$ cat config.mk
export PLATFORM = sky130hd
export DESIGN_NAME = seq_detector_param
export DESIGN_NICKNAME = d
export VERILOG_FILES = /design/src/rtl/seq_detector_param.sv
export SDC_FILE = /design/constraint.sdc
export NUM_CORES = 1
export LEC_CHECK = 0
export BUFFER_PORTS_ARGS = -buffer_cell sky130_fd_sc_hd__buf_4
export CAP_MARGIN = 5
export CORE_AREA = 2 2 46 48
export CTS_CLUSTER_SIZE = 8
export DETAILED_ROUTE_END_ITERATION = 16
export DIE_AREA = 0 0 48 50
export PLACE_DENSITY = 0.87
export SYNTH_ARGS = -nofsm -noshare
export SYNTH_HDL_FRONTEND = slang
export SYNTH_SLANG_ARGS = --single-unit
$ cat constraint.sdc
create_clock -name clk -period 5.8 [get_ports clk]
set_input_delay 0.58 -clock clk [delete_from_list [all_inputs] [get_ports clk]]
set_output_delay 0.58 -clock clk [all_outputs]
set_load 0.02 [all_outputs]
$ cat src/rtl/seq_detector_param.sv
// seq_detector_param: runtime-loadable serial pattern detector with saturating hit count.
// Define SEQDET_MASK_EN to add the mask_in port and per-bit don't-care matching.
module seq_detector_param #(
   parameter int PAT_W = 4,
   parameter int CNT_W = 8
) (
   input  logic             clk,
   input  logic             rst,
   input  logic             load,
   input  logic [PAT_W-1:0] pat_in,
`ifdef SEQDET_MASK_EN
   input  logic [PAT_W-1:0] mask_in,
`endif
   input  logic             overlap,
   input  logic             in_valid,
   input  logic             in_bit,
   input  logic             cnt_clr,
   output logic             match,
   output logic [CNT_W-1:0] match_cnt,
   output logic             armed
);
   localparam int FW = $clog2(PAT_W + 1);
   typedef enum logic [1:0] {IDLE, FILL, DETECT} state_t;
   state_t           state_q, state_d;
   logic [PAT_W-1:0] pattern_q, pattern_d, hist_q, hist_d, hist_n, care;
   logic [FW-1:0]    fill_q, fill_d, fill_n;
   logic             match_q, match_d, accept, hit;
   logic [CNT_W-1:0] cnt_q, cnt_d;
`ifdef SEQDET_MASK_EN
   logic [PAT_W-1:0] mask_q, mask_d;
   assign care = mask_q;
`else
   assign care = '1;
`endif
   always_comb begin
      state_d   = state_q;
      pattern_d = pattern_q;
      hist_d    = hist_q;
      fill_d    = fill_q;
`ifdef SEQDET_MASK_EN
      mask_d    = mask_q;
`endif
      accept = in_valid && state_q != IDLE && !load;
      hist_n = {hist_q[PAT_W-2:0], in_bit};
      fill_n = (fill_q == FW'(PAT_W)) ? fill_q : fill_q + 1'b1;
      hit    = accept && fill_n == FW'(PAT_W) && ((hist_n ^ pattern_q) & care) == '0;
      if (load) begin
         pattern_d = pat_in;
`ifdef SEQDET_MASK_EN
         mask_d    = mask_in;
`endif
         hist_d    = '0;
         fill_d    = '0;
         state_d   = FILL;
      end else if (accept) begin
         // A non-overlapping hit restarts the window from empty
         hist_d  = (hit && !overlap) ? '0 : hist_n;
         fill_d  = (hit && !overlap) ? '0 : fill_n;
         state_d = (hit && !overlap) ? FILL : (fill_n == FW'(PAT_W)) ? DETECT : FILL;
      end
      match_d = hit;
      cnt_d   = cnt_clr ? '0 : (hit && cnt_q != '1) ? cnt_q + 1'b1 : cnt_q;
   end
   always_ff @(posedge clk) begin
      if (rst) begin
         state_q   <= IDLE;
         pattern_q <= '0;
         hist_q    <= '0;
         fill_q    <= '0;
         match_q   <= 1'b0;
         cnt_q     <= '0;
`ifdef SEQDET_MASK_EN
         mask_q    <= '0;
`endif
      end else begin
         state_q   <= state_d;
         pattern_q <= pattern_d;
         hist_q    <= hist_d;
         fill_q    <= fill_d;
         match_q   <= match_d;
         cnt_q     <= cnt_d;
`ifdef SEQDET_MASK_EN
         mask_q    <= mask_d;
`endif
      end
   end
   assign match     = match_q;
   assign match_cnt = cnt_q;
   assign armed     = state_q != IDLE;
endmodule

==> impl_metrics.py, run 1 <==
metrics = {
    "run_status": {
        "status": "finished clean",
    },
    "worst_setup_path": {
        "end_kind": "flop",
        "cp-startpoint": "fill_q[0]$_SDFFE_PP0P_",
        "rr_endpoint": "match_cnt[4]$_SDFFE_PP0P_",
        "path_max_fanout": 10,
        "arrival_ns": 2.45,
        "crit_path_start_kind": "flop",
        "crit_type": "reg -> reg",
        "cp.required_ns": 6.05,
        "reg2reg_depth": 7,
        "ff2ff_setup_slack_ns": 3.60,
        "timing.rr.start": "fill_q[0]$_SDFFE_PP0P_",
    },
    "global_route": {
        "grt_antenna_before_repair": 0,
        "grt_use_total_pct": 19.5,
        "grt_max_degree": 13,
        "overflow": 0,
        "grt_pass1_wl_um": 3420,
        "grt_pass1_vias": 857,
    },
    "synthesis": {
        "synth_area_per_cell_um2": 9.10,
        "ys_warn_count": 0,
        "synth_seq_cells": 21,
        "synthCells": 115,
        "yosysUniqueCellTypes": 37,
        "synth.yosys.seq_area_share_pct": 40.2,
        "synth_nets": 129,
        "syn-cell-area_um2": 1050,
    },
    "floorplan": {
        "fp.dieW_um": 48,
        "rows": 16,
        "die_h_um": 50,
        "io_pins": 21,
        "die-area_um2": 2400,
        "core_um2": 1900,
        "start_util_pct": 55.0,
    },
    "min_path": {
        "min_from": "hist_q[0]$_SDFFE_PP0P_",
        "hold_class": "reg -> reg",
        "hold_end": "hist_q[0]$_SDFFE_PP0P_",
        "whs_path_depth": 2,
    },
    "clock_tree": {
        "post_cts_buffers": 0,
        "clk_latency_ns": 0.31,
        "htreeDepth": 1,
        "cts_tree": "done",
        "clk_pin_slew_ns": 0.12,
        "clock_path_buffers": 2,
        "postCtsHoldBufs": 0,
        "clock_sinks": 21,
        "clockRootBuffer": "clkbuf_4",
        "cts_buffers": 3,
        "cts_resized": 0,
    },
    "power": {
        "p_int_uw": 185,
        "power_frac_seq_pct": 60.4,
        "p_leak_uw": 0.000485,
        "switchingPower_uw": 61.8,
        "switching_share_pct": 25.0,
        "ir_drop_mv": 0.155,
        "combinationalPowerShare_pct": 11.0,
        "p_clk_share_pct": 28.7,
        "powerDensity_nw_per_um2": 198,
    },
    "timing": {
        "slew_headroom_pct": 69.7,
        "fin_crit_sh_pct": 38.0,
        "fmax_mhz": 454,
        "setup_viol": 0,
        "rsz0062_at_grt": "false",
        "finalHoldViolations": 0,
        "final.setup.tns_ns": 0,
        "drv_slew": 0,
        "clock_skew_ns": 0.00370,
        "tightest_slew_ns": 0.451,
        "finalCriticalPeriod_ns": 2.20,
    },
    "final_layout": {
        "fin_util_pct": 65.5,
        "area_growth_pct": 19.1,
        "n_antenna_cell": 0,
        "final_cell_mix": "21 x dfxtp_1, 20 x buf_4, 11 x nor2_1",
        "fin_cells": 163,
        "fillers": 159,
        "final_area_um2": 1250,
        "layout_commonest_cell": "dfxtp_1",
        "finalNetCount": 151,
        "drive_above_1_share_pct": 23.5,
    },
    "route": {
        "routed_wirelength_um": 2020,
        "routed-via-count": 910,
        "route.detailed.drc": 0,
        "drt_first_pass_iters": 4,
        "drtIter0Drc": 17,
        "ant_nets": 0,
        "vias_per_cell": 5.58,
        "routedWlPerCell_um": 12.4,
    },
    "placed_design": {
        "port-buffer-count": 20,
        "gp_congestion": 0.819,
        "dpl.cell_count": 159,
        "post-dp-hpwl_um": 1560,
        "place_area_um2": 1220,
    },
    "flow_run": {
        "drv_cap": 0,
    },
}
[power groups by stage]
stage / registers, uW / clock network, uW / logic [uW]
6_report: 149 / 70.7 / 27.1
5_1_grt: 149 / 79.2 / 29.5
4_1_cts: 149 / 70.6 / 27.1
3_5_place_dp: 152 / 0 / 26.9
3_3_place_gp: 152 / 0 / 25.9
2_1_floorplan: 152 / 0 / 18.0
[flip-flops by register name, summed over array words and instances (netlist names)]
register and count:
match_cnt 8, pattern_q 4, fill_q 3, hist_q 3, state_q 2, match 1
[cells by family (layout without fill, tap and decap cells)]
group           count (synthesis)  after routing  share of synthesized area [%]
compound gates                 21             21                           12.7
xor+xnor                        6              6                           5.02
fa+ha+maj                       3              3                           3.59
buf+inv                         7             28                           2.51
flops                          21             21                           40.2
mux                             6              6                           5.74
simple gates                   51             51                           30.3
[layout make-up]
cell class                 count  area, um2  area share [%]
clock buffer                   3       22.5            1.81
clock inverter                 1       5.00           0.402
inverter                       4       15.0            1.20
multi-input combinational     87        599            48.1
sequential                    21        420            33.7
tap                           27       33.8            2.71
timing repair buffer          20        150            12.0
[critical path, stage by stage (launching register included)]
cell	delay, ns
dfxtp_1	0.36
inv_1	0.10
ha_1	0.21
and3b_1	0.22
nor4_4	0.42
nand4_4	0.24
or4_1	0.45
a21oi_1	0.16
[worst max-delay path by stage]
stage / to / slack, ns / cells after the start
global route: match_cnt[4]$_SDFFE_PP0P_ / 3.39 / 7
global placement: match_cnt[4]$_SDFFE_PP0P_ / 3.68 / 6
finish: match_cnt[4]$_SDFFE_PP0P_ / 3.60 / 7
detailed placement: match_cnt[4]$_SDFFE_PP0P_ / 3.61 / 6
floorplan: match_cnt[4]$_SDFFE_PP0P_ / 3.81 / 7
CTS: match_cnt[4]$_SDFFE_PP0P_ / 3.58 / 7
[Yosys cell counts]
master | number | area share, %
dfxtp_1 | 21 | 40
nor2_1 | 11 | 3.9
nand3_1 | 9 | 4.3
nand2_1 | 7 | 2.5
mux2i_1 | 6 | 5.7
a21oi_1 | 5 | 2.4
xor2_1 | 5 | 4.2
inv_1 | 4 | 1.4
o21ai_1 | 4 | 1.9
ha_1 | 3 | 3.6
nor3_1 | 3 | 1.4
o21ai_0 | 3 | 1.4
or2_2 | 3 | 1.8
or3_1 | 3 | 1.8
buf_1 | 2 | 0.72
nand4_1 | 2 | 1.2
nor3b_1 | 2 | 1.4
nor4_4 | 2 | 4.1
o31ai_1 | 2 | 1.4
a21boi_0 | 1 | 0.72
a21boi_1 | 1 | 0.72
a311oi_1 | 1 | 0.84
a32o_2 | 1 | 1.1
and2_1 | 1 | 0.60
and3b_1 | 1 | 0.84
and4_1 | 1 | 0.84
clkbuf_1 | 1 | 0.36
nand2b_1 | 1 | 0.60
nand3b_1 | 1 | 0.72
nand4_4 | 1 | 2.0
nor4_1 | 1 | 0.60
nor4b_1 | 1 | 0.84
o21ai_2 | 1 | 0.84
o21bai_1 | 1 | 0.72
o22ai_1 | 1 | 0.60
or4_1 | 1 | 0.72
xnor2_1 | 1 | 0.84
[through the flow]
| stage | hold slack, ns | total power, uW | worst slack (ns) |
|---|---|---|---|
| after floorplan | 0.457 | 170 | 3.81 |
| after global placement | 0.473 | 178 | 3.68 |
| after detailed placement | 0.483 | 179 | 3.61 |
| after CTS | 0.498 | 247 | 3.58 |
| after global routing | 0.502 | 258 | 3.39 |
| final | 0.500 | 247 | 3.60 |
[layer usage]
layer  wire length [um]  part of all wire, %  GRT usage, %
met1                886                   44          25.6
met2               1000                   50          29.8
met3                103                  5.1          4.40
met4                 22                  1.1          8.56
met5                  0                    0             0
(Power assumes the default switching activity.)
==> inputs of run 2 (changes only) <==
CORE_AREA = 2 2 51 53   (was 2 2 46 48)
DIE_AREA = 0 0 53 55   (was 0 0 48 50)
PLACE_DENSITY = 0.76   (was 0.87)
clock period = 2 ns   (was 5.8 ns; I/O delays follow)
==> run 2 against run 1 <==
Compared with the run above: design area increased by 5.5%; power increased to 2.9 times the previous value; setup slack got worse by 3.5 ns; final cell count increased by 6.1%; register-to-register slack got worse by 3.5 ns; first-iteration DRC count increased by 18%; critical endpoint is now match_cnt[0]$_SDFFE_PP0P_; hold slack got worse by 0.38 ns; die area increased by 21%.
==> impl_metrics.py, run 2 (same netlist as run 1, synthesis figures left out) <==
metrics = {
    "run_status": {
        "status": "finished clean",
    },
    "worst_setup_path": {
        "cp_common_cell": "buf_4",
        "reg2reg_depth": 9,
        "arrival_ns": 2.15,
        "crit_type": "reg -> reg",
        "crit_path_start_kind": "flop",
        "path_max_fanout": 4,
        "end_kind": "flop",
        "cp_slowest_cell": "dfxtp_1",
        "critical_path.top_delay_family": "simple AND/OR/NAND/NOR gates",
        "path_depth": 9,
        "cpPeakStageDelay_ns": 0.35,
        "cp.required_ns": 2.22,
        "critPathBufInv": 3,
        "critical_path.cell_chain": "inv_1, ha_2, and3b_1, nor4_4, buf_4, nand4_2, buf_4, xor2_1, nor2_1",
    },
    "clock_tree": {
        "clockRootBuffer": "clkbuf_4",
        "clock_sinks": 21,
        "htreeDepth": 1,
        "clock_path_buffers": 2,
        "cts_buffers": 3,
        "clk_pin_slew_ns": 0.12,
        "cts_tree": "done",
        "clk_latency_ns": 0.31,
    },
    "final_layout": {
        "final_cell_mix": "26 x buf_4, 21 x dfxtp_1, 11 x nor2_1",
        "layout_commonest_cell": "buf_4",
        "multiInputGateArea_um2": 621,
        "seq_area_um2": 420,
        "n_antenna_cell": 0,
        "drive_above_1_share_pct": 28.0,
        "finalNetCount": 158,
        "largest_reg_flops": 8,
        "area_growth_pct": 25.7,
        "fillers": 240,
    },
    "floorplan": {
        "core_um2": 2360,
        "start_util_pct": 44.2,
        "io_pins": 21,
        "fp.dieW_um": 53,
        "die_h_um": 55,
        "die-area_um2": 2920,
        "rows": 18,
    },
    "timing": {
        "fin_crit_sh_pct": 96.6,
        "tightest_slew_ns": 0.495,
        "finalHoldViolations": 0,
        "clock_skew_ns": 0.00341,
        "setup_slack_ns": 0.0681,
        "slew_headroom_pct": 66.7,
        "finalCriticalPeriod_ns": 1.93,
        "drv_slew": 0,
        "fmax_mhz": 518,
        "setup_viol": 0,
    },
    "route": {
        "routedWlPerCell_um": 13.2,
        "routed-via-count": 970,
        "route.detailed.drc": 0,
        "vias_per_cell": 5.61,
        "drtIter0Drc": 20,
        "drt_first_pass_iters": 4,
        "ant_nets": 0,
        "routed_wirelength_um": 2290,
    },
    "global_route": {
        "grt_use_total_pct": 17.1,
        "grt_max_degree": 12,
        "grt_pass1_vias": 902,
        "grt_pass1_wl_um": 3640,
        "overflow": 0,
        "grt_antenna_before_repair": 0,
    },
    "power": {
        "fin_total_pwr_uw": 727,
        "ir_drop_mv": 0.532,
        "powerDensity_nw_per_um2": 553,
        "p_leak_uw": 0.000525,
    },
    "flow_run": {
        "drv_cap": 0,
    },
    "placed_design": {
        "post-dp-hpwl_um": 1660,
        "port-buffer-count": 20,
        "place_ws_ns": 0.0175,
        "gp_congestion": 0.779,
    },
    "min_path": {
        "whs_path_depth": 3,
        "hold_class": "in -> reg",
    },
}
## run 2: final timing paths
kind / to / startpoint / slack, ns
worst max-delay path: match_cnt[0]$_SDFFE_PP0P_ / fill_q[0]$_SDFFE_PP0P_ / 0.07
worst min-delay path: pattern_q[3]$_SDFFE_PP0P_ / pat_in[3] / 0.12
worst max register to register: match_cnt[0]$_SDFFE_PP0P_ / fill_q[0]$_SDFFE_PP0P_ / 0.07
worst min register to register: hist_q[0]$_SDFFE_PP0P_ / hist_q[0]$_SDFFE_PP0P_ / 0.50
## run 2: worst reg2reg max path, cell delays in order (launching register included)
cell and delay, ns:
dfxtp_1 0.35, inv_1 0.10, ha_2 0.20, and3b_1 0.20
nor4_4 0.27, buf_4 0.19, nand4_2 0.13, buf_4 0.19
xor2_1 0.14, nor2_1 0.06
## run 2: routing by layer
metal	share of wire (%)	routed length [um]	up-vias	global-route usage [%]
li1	-	-	477	-
met1	40	903	450	18.0
met2	54	1230	41	33.5
met3	5.7	131	2	2.42
met4	1.1	26	0	7.69
met5	0	0	-	0
## run 2: stage by stage
stage	TNS [ns]	std cells	utilization [%]	cell area, um2	hold slack (ns)
final	0	173	55.6	1320	0.118
after floorplan	0	115	-	1050	0.344
after global routing	-0.0531	173	55.6	1320	0.136
after CTS	0	168	53.4	1260	0.105
after global placement	0	164	52.3	1240	0.435
after detailed placement	0	164	52.3	1240	0.445
## run 2: final cells by class
| type | count | share of cell area [%] |
|---|---|---|
| Multi-Input combinational cell | 88 | 47.2 |
| Clock buffer | 4 | 2.00 |
| Inverter | 4 | 1.14 |
| Tap cell | 30 | 2.85 |
| Sequential cell | 21 | 32.0 |
| Timing Repair Buffer | 26 | 14.8 |
## run 2: what timing repair did
item | in CTS | in global routing
gates resized for setup | 0 | 2
setup buffers | 0 | 4
cloned | 0 | 1
setup endpoints to repair | 1 | 4
hold buffers | 0 | 0
pin swaps | 1 | 1
## run 2: report_power, final
| part | total, uW | internal (uW) | switching [uW] |
|---|---|---|---|
| Clock | 213 | 78.1 | 135 |
| Sequential | 431 | 426 | 5.67 |
| Combinational | 82.6 | 38.1 | 44.5 |
